File: src/rtl/adxl362_spi_reader_if.sv
// adxl362_spi_reader_if
// Bundles the ADXL362 SPI pins and the sample outputs handed to the
// player-control logic.
//   sclk, mosi, cs_n : SPI mode 0 pins driven by the master
//   miso             : serial data returned by the accelerometer
//   x_data/y_data/z_data : latest 8-bit two's complement samples
//   data_valid       : one-cycle pulse when the samples update
//   init_done        : high once the configuration write has completed
// master: the reader block. slave: the accelerometer side / consumers.
interface adxl362_spi_reader_if;
    logic       sclk;
    logic       mosi;
    logic       miso;
    logic       cs_n;
    logic [7:0] x_data;
    logic [7:0] y_data;
    logic [7:0] z_data;
    logic       data_valid;
    logic       init_done;

    modport master (
        output sclk,
        output mosi,
        output cs_n,
        output x_data,
        output y_data,
        output z_data,
        output data_valid,
        output init_done,
        input  miso
    );

    modport slave (
        input  sclk,
        input  mosi,
        input  cs_n,
        input  x_data,
        input  y_data,
        input  z_data,
        input  data_valid,
        input  init_done,
        output miso
    );
endinterface

File: src/rtl/adxl362_spi_reader.sv
// adxl362_spi_reader
// SPI mode-0 master for the ADXL362. After a boot delay it writes
// POWER_CTL=0x02 (measurement mode), then polls XDATA/YDATA/ZDATA with a
// 5-byte burst read every read period and presents the samples with a
// one-cycle data_valid pulse. SCLK is produced from clk by a half-period
// counter, so everything stays in the clk domain.
// Ports:
//   clk  : system clock
//   rst  : asynchronous active-high reset
//   bus  : adxl362_spi_reader_if.master (SPI pins + sample outputs)
// Parameters:
//   HALF_PERIOD   : clk cycles per SCLK half-period (>= 2)
//   BOOT_DELAY    : clk cycles after reset before the configuration write
//   POLL_INTERVAL : clk cycles cs_n stays high between transactions
module adxl362_spi_reader #(
    parameter int HALF_PERIOD   = 13,
    parameter int BOOT_DELAY    = 500000,
    parameter int POLL_INTERVAL = 100000
) (
    input  logic                        clk,
    input  logic                        rst,
    adxl362_spi_reader_if.master        bus
);

    localparam int MAX_DELAY = (BOOT_DELAY > POLL_INTERVAL) ? BOOT_DELAY : POLL_INTERVAL;
    localparam int CNT_W     = $clog2(MAX_DELAY + 1);
    localparam int HP_W      = (HALF_PERIOD > 1) ? $clog2(HALF_PERIOD) : 1;
    localparam int HALF_W    = 7;

    localparam logic [CNT_W-1:0]  BOOT_LAST = CNT_W'(BOOT_DELAY - 1);
    localparam logic [CNT_W-1:0]  POLL_LAST = CNT_W'(POLL_INTERVAL - 1);
    localparam logic [HP_W-1:0]   HP_LAST   = HP_W'(HALF_PERIOD - 1);

    // Half-period index of the final (release) half of an N-byte frame:
    // 16N toggling halves, one idle half with sclk low, then the release half.
    localparam logic [HALF_W-1:0] CFG_END  = HALF_W'(16 * 3 + 1);
    localparam logic [HALF_W-1:0] READ_END = HALF_W'(16 * 5 + 1);

    // Frames are left-aligned in 40 bits; only the first 8N bits are sent.
    localparam logic [39:0] CFG_FRAME  = 40'h0A_2D_02_00_00;
    localparam logic [39:0] READ_FRAME = 40'h0B_08_00_00_00;

    localparam logic [2:0] ST_BOOT = 3'd0;
    localparam logic [2:0] ST_CFG  = 3'd1;
    localparam logic [2:0] ST_GAP  = 3'd2;
    localparam logic [2:0] ST_READ = 3'd3;
    localparam logic [2:0] ST_DONE = 3'd4;

    logic [2:0]        state_reg, state_next;
    logic [CNT_W-1:0]  cnt_reg, cnt_next;
    logic [HP_W-1:0]   hp_reg, hp_next;
    logic [HALF_W-1:0] half_reg, half_next;
    logic              sclk_reg, sclk_next;
    logic              cs_n_reg, cs_n_next;
    logic              mosi_reg, mosi_next;
    logic [38:0]       tx_reg, tx_next;
    logic [23:0]       rx_reg, rx_next;
    logic              init_done_reg, init_done_next;
    logic              data_valid_reg, data_valid_next;

    logic              load_axes;
    logic              start_xfer;
    logic [39:0]       start_frame;
    logic [HALF_W-1:0] end_half;
    logic              hp_tc;

    always_comb begin
        state_next      = state_reg;
        cnt_next        = cnt_reg;
        hp_next         = hp_reg;
        half_next       = half_reg;
        sclk_next       = sclk_reg;
        cs_n_next       = cs_n_reg;
        mosi_next       = mosi_reg;
        tx_next         = tx_reg;
        rx_next         = rx_reg;
        init_done_next  = init_done_reg;
        data_valid_next = 1'b0;
        load_axes       = 1'b0;
        start_xfer      = 1'b0;
        start_frame     = CFG_FRAME;
        hp_tc           = (hp_reg == HP_LAST);
        end_half        = (state_reg == ST_READ) ? READ_END : CFG_END;

        case (state_reg)
            ST_BOOT: begin
                if (cnt_reg == BOOT_LAST) begin
                    start_xfer  = 1'b1;
                    start_frame = CFG_FRAME;
                    state_next  = ST_CFG;
                end else begin
                    cnt_next = cnt_reg + 1'b1;
                end
            end

            ST_GAP: begin
                if (cnt_reg == POLL_LAST) begin
                    start_xfer  = 1'b1;
                    start_frame = READ_FRAME;
                    state_next  = ST_READ;
                end else begin
                    cnt_next = cnt_reg + 1'b1;
                end
            end

            ST_CFG, ST_READ: begin
                if (!hp_tc) begin
                    hp_next = hp_reg + 1'b1;
                end else begin
                    hp_next   = '0;
                    half_next = half_reg + 1'b1;
                    if (half_reg == end_half) begin
                        // Release half finished: end the frame.
                        cs_n_next = 1'b1;
                        mosi_next = 1'b0;
                        half_next = '0;
                        cnt_next  = '0;
                        if (state_reg == ST_CFG) begin
                            init_done_next = 1'b1;
                            state_next     = ST_GAP;
                        end else begin
                            state_next = ST_DONE;
                        end
                    end else if (half_reg < end_half - 1'b1) begin
                        sclk_next = ~sclk_reg;
                        if (!sclk_reg) begin
                            // Rising edge: the slave has held miso since
                            // its previous falling edge, so sample directly.
                            rx_next = {rx_reg[22:0], bus.miso};
                        end else if (half_reg != end_half - 2'd2) begin
                            // Falling edge, except the final one of the frame.
                            mosi_next = tx_reg[38];
                            tx_next   = {tx_reg[37:0], 1'b0};
                        end
                    end
                    // The half before the release half is idle: sclk stays low.
                end
            end

            ST_DONE: begin
                // rx_reg now holds the bytes from slots 3..5 (X, Y, Z);
                // command/address slots have already been shifted out.
                load_axes       = 1'b1;
                data_valid_next = 1'b1;
                cnt_next        = '0;
                state_next      = ST_GAP;
            end

            default: begin
                state_next = ST_BOOT;
                cnt_next   = '0;
            end
        endcase

        // cs_n falls and bit 7 of byte 0 appears on mosi in the same cycle.
        if (start_xfer) begin
            cs_n_next = 1'b0;
            sclk_next = 1'b0;
            mosi_next = start_frame[39];
            tx_next   = start_frame[38:0];
            hp_next   = '0;
            half_next = '0;
            cnt_next  = '0;
        end
    end

    always_ff @(posedge clk or posedge rst) begin
        if (rst) begin
            state_reg      <= ST_BOOT;
            cnt_reg        <= '0;
            hp_reg         <= '0;
            half_reg       <= '0;
            sclk_reg       <= 1'b0;
            cs_n_reg       <= 1'b1;
            mosi_reg       <= 1'b0;
            tx_reg         <= '0;
            rx_reg         <= '0;
            init_done_reg  <= 1'b0;
            data_valid_reg <= 1'b0;
        end else begin
            state_reg      <= state_next;
            cnt_reg        <= cnt_next;
            hp_reg         <= hp_next;
            half_reg       <= half_next;
            sclk_reg       <= sclk_next;
            cs_n_reg       <= cs_n_next;
            mosi_reg       <= mosi_next;
            tx_reg         <= tx_next;
            rx_reg         <= rx_next;
            init_done_reg  <= init_done_next;
            data_valid_reg <= data_valid_next;
        end
    end

    // One holding register per axis: gi=0 -> X, 1 -> Y, 2 -> Z.
    generate
        for (genvar gi = 0; gi < 3; gi++) begin : g_axis
            logic [7:0] axis_reg;
            always_ff @(posedge clk or posedge rst) begin
                if (rst) begin
                    axis_reg <= '0;
                end else if (load_axes) begin
                    axis_reg <= rx_reg[23 - 8 * gi -: 8];
                end
            end
        end
    endgenerate

    assign bus.sclk       = sclk_reg;
    assign bus.cs_n       = cs_n_reg;
    assign bus.mosi       = mosi_reg;
    assign bus.x_data     = g_axis[0].axis_reg;
    assign bus.y_data     = g_axis[1].axis_reg;
    assign bus.z_data     = g_axis[2].axis_reg;
    assign bus.data_valid = data_valid_reg;
    assign bus.init_done  = init_done_reg;

endmodule

File: src/flat_wrapper.sv
// flat-port wrapper written by rule: the top's interface ports become plain ports
module adxl362_spi_reader_flat 
#(
    parameter int HALF_PERIOD   = 13,
    parameter int BOOT_DELAY    = 500000,
    parameter int POLL_INTERVAL = 100000
)
  (clk, rst, bus_sclk, bus_mosi, bus_cs_n, bus_x_data, bus_y_data, bus_z_data, bus_data_valid, bus_init_done, bus_miso);
  adxl362_spi_reader_if bus_i ();
  input  logic clk;
  input  logic rst;
  output wire logic [$bits(bus_i.sclk)-1:0] bus_sclk;
  output wire logic [$bits(bus_i.mosi)-1:0] bus_mosi;
  output wire logic [$bits(bus_i.cs_n)-1:0] bus_cs_n;
  output wire logic [$bits(bus_i.x_data)-1:0] bus_x_data;
  output wire logic [$bits(bus_i.y_data)-1:0] bus_y_data;
  output wire logic [$bits(bus_i.z_data)-1:0] bus_z_data;
  output wire logic [$bits(bus_i.data_valid)-1:0] bus_data_valid;
  output wire logic [$bits(bus_i.init_done)-1:0] bus_init_done;
  input wire logic [$bits(bus_i.miso)-1:0] bus_miso;
  assign bus_sclk = bus_i.sclk;
  assign bus_mosi = bus_i.mosi;
  assign bus_cs_n = bus_i.cs_n;
  assign bus_x_data = bus_i.x_data;
  assign bus_y_data = bus_i.y_data;
  assign bus_z_data = bus_i.z_data;
  assign bus_data_valid = bus_i.data_valid;
  assign bus_init_done = bus_i.init_done;
  assign bus_i.miso = bus_miso;
  adxl362_spi_reader #(.HALF_PERIOD(HALF_PERIOD), .BOOT_DELAY(BOOT_DELAY), .POLL_INTERVAL(POLL_INTERVAL)) u_core (.clk(clk), .rst(rst), .bus(bus_i));
endmodule
File: config.mk
export PLATFORM = sky130hd
export DESIGN_NAME = adxl362_spi_reader_flat
export DESIGN_NICKNAME = d
export VERILOG_FILES = /design/src/rtl/adxl362_spi_reader_if.sv /design/src/rtl/adxl362_spi_reader.sv /design/src/flat_wrapper.sv
export SDC_FILE = /design/constraint.sdc
export NUM_CORES = 1
export LEC_CHECK = 0
export BUFFER_PORTS_ARGS = -buffer_cell sky130_fd_sc_hd__buf_2
export CAP_MARGIN = 0
export CORE_UTILIZATION = 54
export DETAILED_ROUTE_END_ITERATION = 12
export HOLD_SLACK_MARGIN = 0.12
export PLACE_DENSITY_LB_ADDON = 0.1
export SLEW_MARGIN = 20
export SYNTH_ARGS = -nofsm -noshare
export SYNTH_HDL_FRONTEND = slang
export SYNTH_SLANG_ARGS = --single-unit
File: constraint.sdc
create_clock -name clk -period 3.6 [get_ports clk]
set_input_delay 0.72 -clock clk [delete_from_list [all_inputs] [get_ports clk]]
set_output_delay 0.72 -clock clk [all_outputs]
set_load 0.01 [all_outputs]
==> results.tsv <==
metric	value	unit
final_area	5430	sq um
fin_ws	597	ps
route.met2.wl	4370	microns
cts_inserted_buffers	9	
synth_most_common_cell	dfrtp_1	
cts_root_buffer	clkbuf_8	
drt_iter0_markers	67	
cts_setup_buffers	0	
dp_hpwl	6280	microns
synth_xor_xnor_area_share	0.0281	
synth-edff-count	0	
grt_pass1_wl	15900	microns
max_slew_margin	0.471	
die_x	98.2	microns
crit_arrival	3270	ps
fin_tns_setup	0	ps
synth.area.top_cells	dfrtp_1 (54%), mux2_2 (11%), nand2_1 (4.3%)	
ys_types	58	
rsz0062_at_grt	false	
power_density	368	nW/um^2
cts_resized	0	
largest_register_ffs	24	
topRoutingLayerUsed	met4	
syn_to_final_growth	8.74	%
status	finished clean	
synth_compound_area_frac	0.0910	
clock_skew	14.1	ps
syn_avg_cell_area	11.6	sq um
wl_per_cell	15.7	microns
ant_nets	0	
leakage	2.67	nW
dpl-instance-area	5220	sq um
die_area	9640	sq um
crit_type	reg2reg	
p_comb_frac	0.013	
internal_power	1.50	mW
ys_seq_area_frac	0.541	
synthSimpleGateAreaFrac	0.165	
clockPowerShare	0.381	
synth_commonest_cells	dfrtp_1 (107), nand2_1 (57), mux2_2 (48)	
htreeDepth	3	
drtPass1Iterations	5	
finalSetupViolCount	0	
clk_path_buf_depth	2	
hold_buffers	0	
route.detailed.drc	0	
ys_seq_elements	108	
worstMarginPinSlew	788	ps
nFillCells	756	
synth_top_family_by_area	simple AND/OR/NAND/NOR gates	
total_power	2.00	mW
grt_max_degree	60	
min_period	3000	ps
via_count	3282	
finalHoldViolCount	0	
syn_nets	439	
netlist_instances	429	
start_util	0.564	
hp-class	in2async	
postRouteWirelength	9040	microns
cts.sinks	108	
die_y	98.2	microns
peakVddDrop	0.222	mV
drive_above_1_share	0.285	
clk_pin_slew	120	ps
max_freq	333	MHz
synth.area.mux_share	0.122	
drv_slew	0	
row_count	34	
synth_ff_type	dfrtp_1	
switching_share	0.250	
wl_met1	4110	microns
synth_top_area_share	0.536	
insertion_delay	390	ps
cap_violations	0	
ys_async_sr_fraction	1.00	
crit_required	3860	ps
pre_cts_slack	628	ps
final_nets	471	
critPathLaunchType	register	
overflow	0	
wl_met3	439	microns
finalCritPeriodShare	0.834	
first_global_vias	3337	
synth_top_area_cell	dfrtp_1	
groute.usage.overall	0.207	
seqPwrFrac	0.606	
crit_path_max_fanout	19	
gp_congestion	0.885	
netlist_area	4990	sq um
antenna_found_initial	0	
design.core.area	8850	sq um
io_pins	32	
portBuffers	31	
end_kind	register	
switchingPower	0.500	mW
cts_tree	yes	
synthAdderAreaFrac	0.0175	
synth_warnings	0	
diodes	0	
via_per_inst	5.72	
==> cell usage in the layout (no fill, tap or decap), types with 2 or more instances in the layout <==
master    synthesis  final
a21oi_1          16     16
and4_1            2      2
o22ai_2           2      2
o31a_1            2      2
nand3_1          18     18
nor2_1           14     14
mux2_2           48     48
nor4_4            2      2
a31oi_1           3      3
clkbuf_8          2      9
and3_1            7      7
or2_2             2      2
o21ai_0          16     16
nor3_1           15     15
dfrtp_1         107    107
mux2i_1           7      7
o21ai_2           8      8
nor2b_1           3      3
clkinv_8          0      3
a21o_1            6      6
or3b_2            2      2
nand2b_1          3      3
nand2_1          57     57
ha_1              7      7
nor4_1            5      5
buf_4             3      7
a22o_1            5      5
nand4_1           2      2
inv_6             0      2
nand4b_1          5      5
o31ai_1           2      2
inv_1             8      7
xnor2_1           8      8
or3_1             3      3
buf_2             1     31
xor2_1            8      8
==> worst paths after layout <==
path | slack [ps] | cells after the start | to | startpoint
worst max-delay path | 600 | 8 | u_core.cnt_reg[14]$_DFFE_PP0P_ | u_core.state_reg[0]$_DFFE_PP0P_
worst min-delay path | 430 | 2 | u_core.rx_reg[8]$_DFFE_PP0P_ | rst
worst max register to register | 600 | 8 | u_core.cnt_reg[14]$_DFFE_PP0P_ | u_core.state_reg[0]$_DFFE_PP0P_
worst min register to register | 480 | 1 | u_core.bus.init_done$_DFFE_PP0P_ | u_core.bus.init_done$_DFFE_PP0P_
max in group asynchronous | 2290 | 3 | u_core.bus.cs_n$_DFFE_PP1P_ | rst
min in group clk | 480 | 1 | u_core.bus.init_done$_DFFE_PP0P_ | u_core.bus.init_done$_DFFE_PP0P_
==> final cells by class <==
cell class | count | area, sq um | area share
tap | 108 | 135 | 0.0249
timing repair buffer | 39 | 223 | 0.0410
clock buffer | 9 | 124 | 0.0228
clock inverter | 7 | 91.3 | 0.0168
multi-input combinational | 295 | 2120 | 0.391
sequential | 108 | 2700 | 0.498
inverter | 8 | 32.5 | 0.00599
==> through the flow <==
step                      utilization  hold slack [ps]  instances
final                           0.614              429        574
after global routing            0.614              482        574
after CTS                       0.614              451        574
after detailed placement        0.589              452        558
after global placement          0.588              438        557
after floorplan                     -              450        429
==> power groups by stage <==
stage | Sequential, mW | Clock, mW | Combinational (mW)
floorplan | 1.24 | 0 | 0.0176
global placement | 1.24 | 0 | 0.0274
detailed placement | 1.24 | 0 | 0.0277
CTS | 1.21 | 0.790 | 0.0280
global route | 1.21 | 0.819 | 0.0317
finish | 1.21 | 0.762 | 0.0255
==> routing by layer <==
metal  global-route usage  vias to the layer above
met1                0.268                     1613
met3               0.0494                       12
met4               0.0700                        0
met5                    0                        -
li1                     -                     1590
met2                0.346                       67
==> critical path, stage by stage, from the launching register on <==
cell,delay (ps)
dfrtp_1,490
nor2b_1,470
nand2_1,190
ha_1,360
nand4b_1,210
o31a_1,540
nor4_1,430
xnor2_1,160
a21oi_1,50
==> cell families after synthesis <==
logic type | after synthesis
buf+inv | 26
simple gates | 151
compound gates | 66
fa+ha+maj | 7
mux | 55
flops | 108
xor+xnor | 16
No activity file was read; power rests on OpenSTA's default activity.
